==> config.mk <==
export PLATFORM = sky130hd
export DESIGN_NAME = sp_ram_arbiter
export DESIGN_NICKNAME = d
export VERILOG_FILES = /design/src/rtl/sp_ram_arbiter.sv
export SDC_FILE = /design/constraint.sdc
export NUM_CORES = 1
export LEC_CHECK = 0
export BUFFER_PORTS_ARGS = -buffer_cell sky130_fd_sc_hd__buf_4
export CAP_MARGIN = 0
export CORE_AREA = 10 10 93 95
export CTS_CLUSTER_SIZE = 25
export DETAILED_ROUTE_END_ITERATION = 12
export DIE_AREA = 0 0 103 105
export MAX_ROUTING_LAYER = met4
export PLACE_DENSITY = 0.69
export SYNTH_ARGS = -nofsm -noshare
export SYNTH_HDL_FRONTEND = slang
export SYNTH_SLANG_ARGS = --single-unit
==> constraint.sdc <==
create_clock -name clk -period 2.4 [get_ports clk]
set_input_delay 0.36 -clock clk [delete_from_list [all_inputs] [get_ports clk]]
set_output_delay 0.36 -clock clk [all_outputs]
set_load 0.1 [all_outputs]
==> src/rtl/sp_ram_arbiter.sv <==
// Two-port fixed-priority arbiter onto one single-port RAM, m0 preferred, m1 forced after MAX_STALL denials.
// Grant is combinational (same-cycle accept); rvalid follows 1 cycle later; a denied requester holds req.
module sp_ram_arbiter #(
  parameter int ADDR_WIDTH = 15,
  parameter int DATA_WIDTH = 32,
  parameter int MAX_STALL  = 4
) (
  input  logic                    clk,
  input  logic                    rstn_i,
  input  logic                    m0_req_i,
  output logic                    m0_gnt_o,
  input  logic [ADDR_WIDTH-1:0]   m0_addr_i,
  input  logic                    m0_we_i,
  input  logic [DATA_WIDTH/8-1:0] m0_be_i,
  input  logic [DATA_WIDTH-1:0]   m0_wdata_i,
  output logic                    m0_rvalid_o,
  output logic [DATA_WIDTH-1:0]   m0_rdata_o,
  input  logic                    m1_req_i,
  output logic                    m1_gnt_o,
  input  logic [ADDR_WIDTH-1:0]   m1_addr_i,
  input  logic                    m1_we_i,
  input  logic [DATA_WIDTH/8-1:0] m1_be_i,
  input  logic [DATA_WIDTH-1:0]   m1_wdata_i,
  output logic                    m1_rvalid_o,
  output logic [DATA_WIDTH-1:0]   m1_rdata_o,
  output logic                    ram_en_o,
  output logic [ADDR_WIDTH-1:0]   ram_addr_o,
  output logic                    ram_we_o,
  output logic [DATA_WIDTH/8-1:0] ram_be_o,
  output logic [DATA_WIDTH-1:0]   ram_wdata_o,
  input  logic [DATA_WIDTH-1:0]   ram_rdata_i
);

  localparam int BW = DATA_WIDTH / 8;
  localparam int CW = $clog2(MAX_STALL + 1);

  typedef struct packed {
    logic [ADDR_WIDTH-1:0] addr;
    logic                  we;
    logic [BW-1:0]         be;
    logic [DATA_WIDTH-1:0] wdata;
  } ram_cmd_t;

  logic [CW-1:0] stall_cnt;
  logic          force_m1;
  logic          rv_q;
  logic          owner_q;
  ram_cmd_t      cmd;

  assign force_m1 = (stall_cnt == CW'(MAX_STALL));
  assign m1_gnt_o = m1_req_i & (~m0_req_i | force_m1);
  assign m0_gnt_o = m0_req_i & ~m1_gnt_o;
  assign ram_en_o = m0_gnt_o | m1_gnt_o;

  // Idle cycles drive zeros so the RAM pins never see stale payload.
  always_comb begin
    cmd = '0;
    if (m0_gnt_o) begin
      cmd = '{addr: m0_addr_i, we: m0_we_i, be: m0_be_i, wdata: m0_wdata_i};
    end else if (m1_gnt_o) begin
      cmd = '{addr: m1_addr_i, we: m1_we_i, be: m1_be_i, wdata: m1_wdata_i};
    end
  end

  assign ram_addr_o  = cmd.addr;
  assign ram_we_o    = cmd.we;
  assign ram_be_o    = cmd.be;
  assign ram_wdata_o = cmd.wdata;

  always_ff @(posedge clk) begin
    if (!rstn_i) begin
      rv_q      <= 1'b0;
      owner_q   <= 1'b0;
      stall_cnt <= '0;
    end else begin
      rv_q <= ram_en_o;
      if (ram_en_o) begin
        owner_q <= m1_gnt_o;
      end
      if (m1_req_i && !m1_gnt_o) begin
        if (!force_m1) begin
          stall_cnt <= stall_cnt + CW'(1);
        end
      end else begin
        stall_cnt <= '0;
      end
    end
  end

  assign m0_rvalid_o = rv_q & ~owner_q;
  assign m1_rvalid_o = rv_q & owner_q;
  assign m0_rdata_o  = ram_rdata_i;
  assign m1_rdata_o  = ram_rdata_i;

endmodule

# Word level (Yosys, flattened, before mapping)
# Cells that the tools add are included.
# Widths: inputs -> output; s select.
# totals
elab_cells	19
output_inout_bits	121
in_bits	140
regBits	5
# classes
reduce_logical	3
n_addsub	1
n_eq_ne	1
bitwise_logic	9
n_mux	2
# op_table
operator	n
$mux 52	2
$and 1x1->1	4
$add 3x1->3 const B	1
$eq 3x3->1 const B	1
$not 1->1	3
$or 1x1->1	2
$reduce_and 2->1	1
$logic_and 1x1->1	1
$logic_not 1->1	1

# Depth between registers and ports, before layout
# depth
depth_word	6
depth_mapped	6
ltp_nobuf	4

# Least setup slack after synthesis
# Ideal clock, no wire load.
# synth_path
kind	reg-to-output
start	register stall_cnt[0]
end	output ram_addr_o[0]
t_arrival_ns	2.572
setup_slack_ns	-0.532
stages_incl_launch_ff	7
path_buffers	2
path_cell_list	dfxtp_1 > inv_1 > ha_1 > and3_1 > buf_4 > buf_4 > o22ai_1
# synth_via
elab_chain_len	6
# synth_rtl
item	line_no	rtl
start: declaration	44	logic [CW-1:0] stall_cnt;
start signal: assignment	82	stall_cnt <= stall_cnt + CW'(1);
$eq 3x3->1 *	50	assign force_m1 = (stall_cnt == CW'(MAX_STALL));
$or 1x1->1 *	51	assign m1_gnt_o = m1_req_i & (~m0_req_i | force_m1);
$and 1x1->1 *	51	
$not 1->1	52	assign m0_gnt_o = m0_req_i & ~m1_gnt_o;
$and 1x1->1	52	
$mux 52 *	58	if (m0_gnt_o) begin
end: declaration	27	output logic [ADDR_WIDTH-1:0] ram_addr_o,
# Mark *: on every way between the ends. The rest lies on a longest branch, timed or not.

# Final worst setup path
# layout_path
start	register stall_cnt[0]
end	output ram_be_o[3]
# layout_via
elab_chain_len	6
# layout_rtl
item	line_no	rtl
$eq 3x3->1 *	50	
$or 1x1->1 *	51	
$and 1x1->1 *	51	
$not 1->1	52	
$and 1x1->1	52	
$mux 52 *	58	
end: declaration	29	output logic [DATA_WIDTH/8-1:0] ram_be_o,
# Marked as above.

==> impl_results.md <==
- Count leader, synth: nand2_1
- Synth warn: 0
- Mean Syn Cell Area: 5.856 um^2
- Layout Cell Area excl Fill: 2397 um^2
- Unrepaired setup endpoints after global routing: no
- Clk_skew: 0.3919 ps
- CTS buffer count: 3
- Achievable Freq: 0.4400 GHz
- Crit end category: primary output
- Core area: 6756 um^2
- Starting density of the core: 23.31%
- # setup viols final: 0
- Wire per inst: 17.30 um
- CP Max Fanout: 34
- WL final: 7.524 mm
- Setup Buffers After CTS: 0
- Seq/Total Area, Yosys: 6.354%
- Pre-CTS WS: -20.78 ps
- Vias: 2059
- Layout cells sized above 1: 49.86%
- CTS tree: yes
- Synth cell count leaders: 104 x nand2_1, 70 x buf_4, 52 x o22ai_1, 17 x buf_2, 5 x dfxtp_1
- CP Launch Point: stall_cnt[0]
- GR Util All Layers: 11.94%
- Switching power: 0.7092 mW
- Synth area leaders: buf_4 33%, nand2_1 25%, o22ai_1 21%, dfxtp_1 6.4%, buf_2 5.4%
- Worst r2r src: stall_cnt[0]
- Largest net degree at the start of global routing: 57
- Initial antenna violation count: 0
- Clock Root Buffer: clkbuf_8
- DR iter-0 viols: 73
- Clock network fraction of total power: 13.3%
- Global-route wire length before repair: 10.36 mm
- Ant diodes: 0
- Logic gate share of total power: 79.1%
- DRC: 0
- Flop2flop setup slack: 1000 ps
- EDFF count, synth: 0
- # nets final: 498
- Kind of critical path: register to primary output
- VDD IR max: 0.2778 mV
- # IOs: 261
- Die area: 10820 um^2
- DP HPWL: 5.745 mm
- Cell row count: 30
- Clock sinks: 5
- Critical Path RT: 2040 ps
- CTS max path bufs: 2
- Worst-Margin Slew: 543.8 ps
- Reg power frac: 7.6%
- Internal: 0.4495 mW
- Sw Share: 61.21%
- Hold Crit Class: input port to register
- Grt total ovfl: 0
- RD Place Congestion: 0.7363
- CP endpoint: ram_be_o[3]
- Asr flop ratio synth: 0%
- Data arrival, critical path: 1910 ps
- Power Density: 483.3 nW/um^2
- Synth Cell Area: 1575 um^2
- Die Width: 103 um
- Netlist cell types: 19
- Syn-to-layout area delta: 52.18%
- Height of the die: 105 um
- Final WS setup: 127.5 ps
- Tmin final: 2273 ps
- Relative slew slack: 63.75%
- Reg2reg end: owner_q
- Worst setup SP type: register
- Placed Area: 2337 um^2
- Clk pin slew, worst setup/hold paths: 30 ps
- Worst skew pair latency: 220 ps
- Port Buf Inserts: 164
- Main synth FF type: dfxtp_1
- Via density: 4.733
- Pleak: 1.258 nW
- Antenna Nets Post-Route: 0
- Post-route clock period utilization: 94.69%
- Hold-fix buffers at CTS: 0
- R2R cell count: 4
- H-tree Lvls: 1
- Gate Count Post-Synth: 269
- Flops & latches, synth: 5
- Post-Syn Nets: 411
- Max-cap violations: 0
- Yosys top cell by area: buf_4
- Status: finished, final reports clean
- Hold Fails Final Rpt: 0
- Max-slew violations: 0
- Top cell type's share of synthesized area: 33.36%
- Vias in the first global route: 2061
- Pre-antenna DRT Iters: 5
==> worst min path at each step <==
stage / start / endpoint / slack, ps / cells after the start
after floorplan: stall_cnt[0] / stall_cnt[0] / 420 / 1
after global placement: stall_cnt[0] / stall_cnt[0] / 440 / 1
after detailed placement: stall_cnt[0] / stall_cnt[0] / 460 / 1
after CTS: rstn_i / owner_q / 360 / 2
after global routing: rstn_i / owner_q / 380 / 2
final: rstn_i / owner_q / 360 / 2
==> cells in the final DEF (no fill, tap or decap), drive strengths merged, types with 2 or more instances in the layout <==
master  instances
buf           168
nand2         104
o22ai          52
dfxtp           5
clkbuf          4
inv             3
nor2b           3
and3            2
and2            2
a211oi          2
ha              2
==> state kept, by name (all words and copies together) (netlist names) <==
name,flops
rv_q,1
owner_q,1
stall_cnt,3
==> per-stage QoR <==
stage / cells / utilization (%) / hold WS, ps / total power [mW] / setup TNS, ps
after global routing: 435 / 35.48 / 378.2 / 1.211 / 0
after detailed placement: 430 / 34.59 / 456.0 / 1.009 / -20.78
after floorplan: 269 / - / 422.2 / 1.238 / -27590
after global placement: 430 / 34.59 / 441.1 / 1.005 / 0
after CTS: 434 / 35.31 / 359.0 / 1.169 / 0
final: 435 / 35.48 / 359.3 / 1.159 / 0
==> worst max-delay path, cell delays in order (launching register included) <==
cell and delay [ps]:
dfxtp_1 350, inv_1 60, ha_1 300, a21boi_4 180
buf_4 360, o22ai_1 180, buf_4 260
==> final cells by class <==
class / instances / area [um^2]
Fill cell: 744 / 4359
Timing Repair Buffer: 168 / 1261
Multi-Input combinational cell: 175 / 879.6
Sequential cell: 5 / 100.1
Tap cell: 80 / 100.1
Clock buffer: 4 / 45.04
Inverter: 3 / 11.26
==> kinds of logic (layout without fill, tap and decap cells) <==
kind of cell | count (synthesis) | after routing | synth area share, %
buffers and inverters | 90 | 175 | 39.48
AO/OA/AOI/OAI | 58 | 58 | 23.75
AND/OR/NAND/NOR | 114 | 115 | 28.83
flip-flops | 5 | 5 | 6.355
adder cells (fa/ha/maj) | 2 | 2 | 1.588
==> what timing repair did <==
| action | CTS | global route |
|---|---|---|
| endpoints found under the setup margin | 53 | 19 |
| cloned | 0 | 1 |
| pin swaps | 0 | 1 |
| gates resized for setup | 1 | 1 |
==> layer usage <==
| metal | vias up | track usage, % | share of wire, % |
|---|---|---|---|
| met1 | 902 | 12.93 | 40 |
| met2 | 117 | 19.70 | 48 |
| li1 | 1008 | - | - |
| met4 | 0 | 4.274 | 2.4 |
| met5 | - | - | 0 |
| met3 | 32 | 3.953 | 10 |
==> power by group through the flow <==
stage                     registers, mW  clock network (mW)  logic, mW
after floorplan                  0.0888                   0       1.15
after global placement           0.0892                   0      0.916
after detailed placement         0.0895                   0      0.920
after CTS                        0.0882               0.159      0.922
after global routing             0.0885               0.169      0.954
final                            0.0882               0.154      0.916
(Power assumes the default switching activity.)
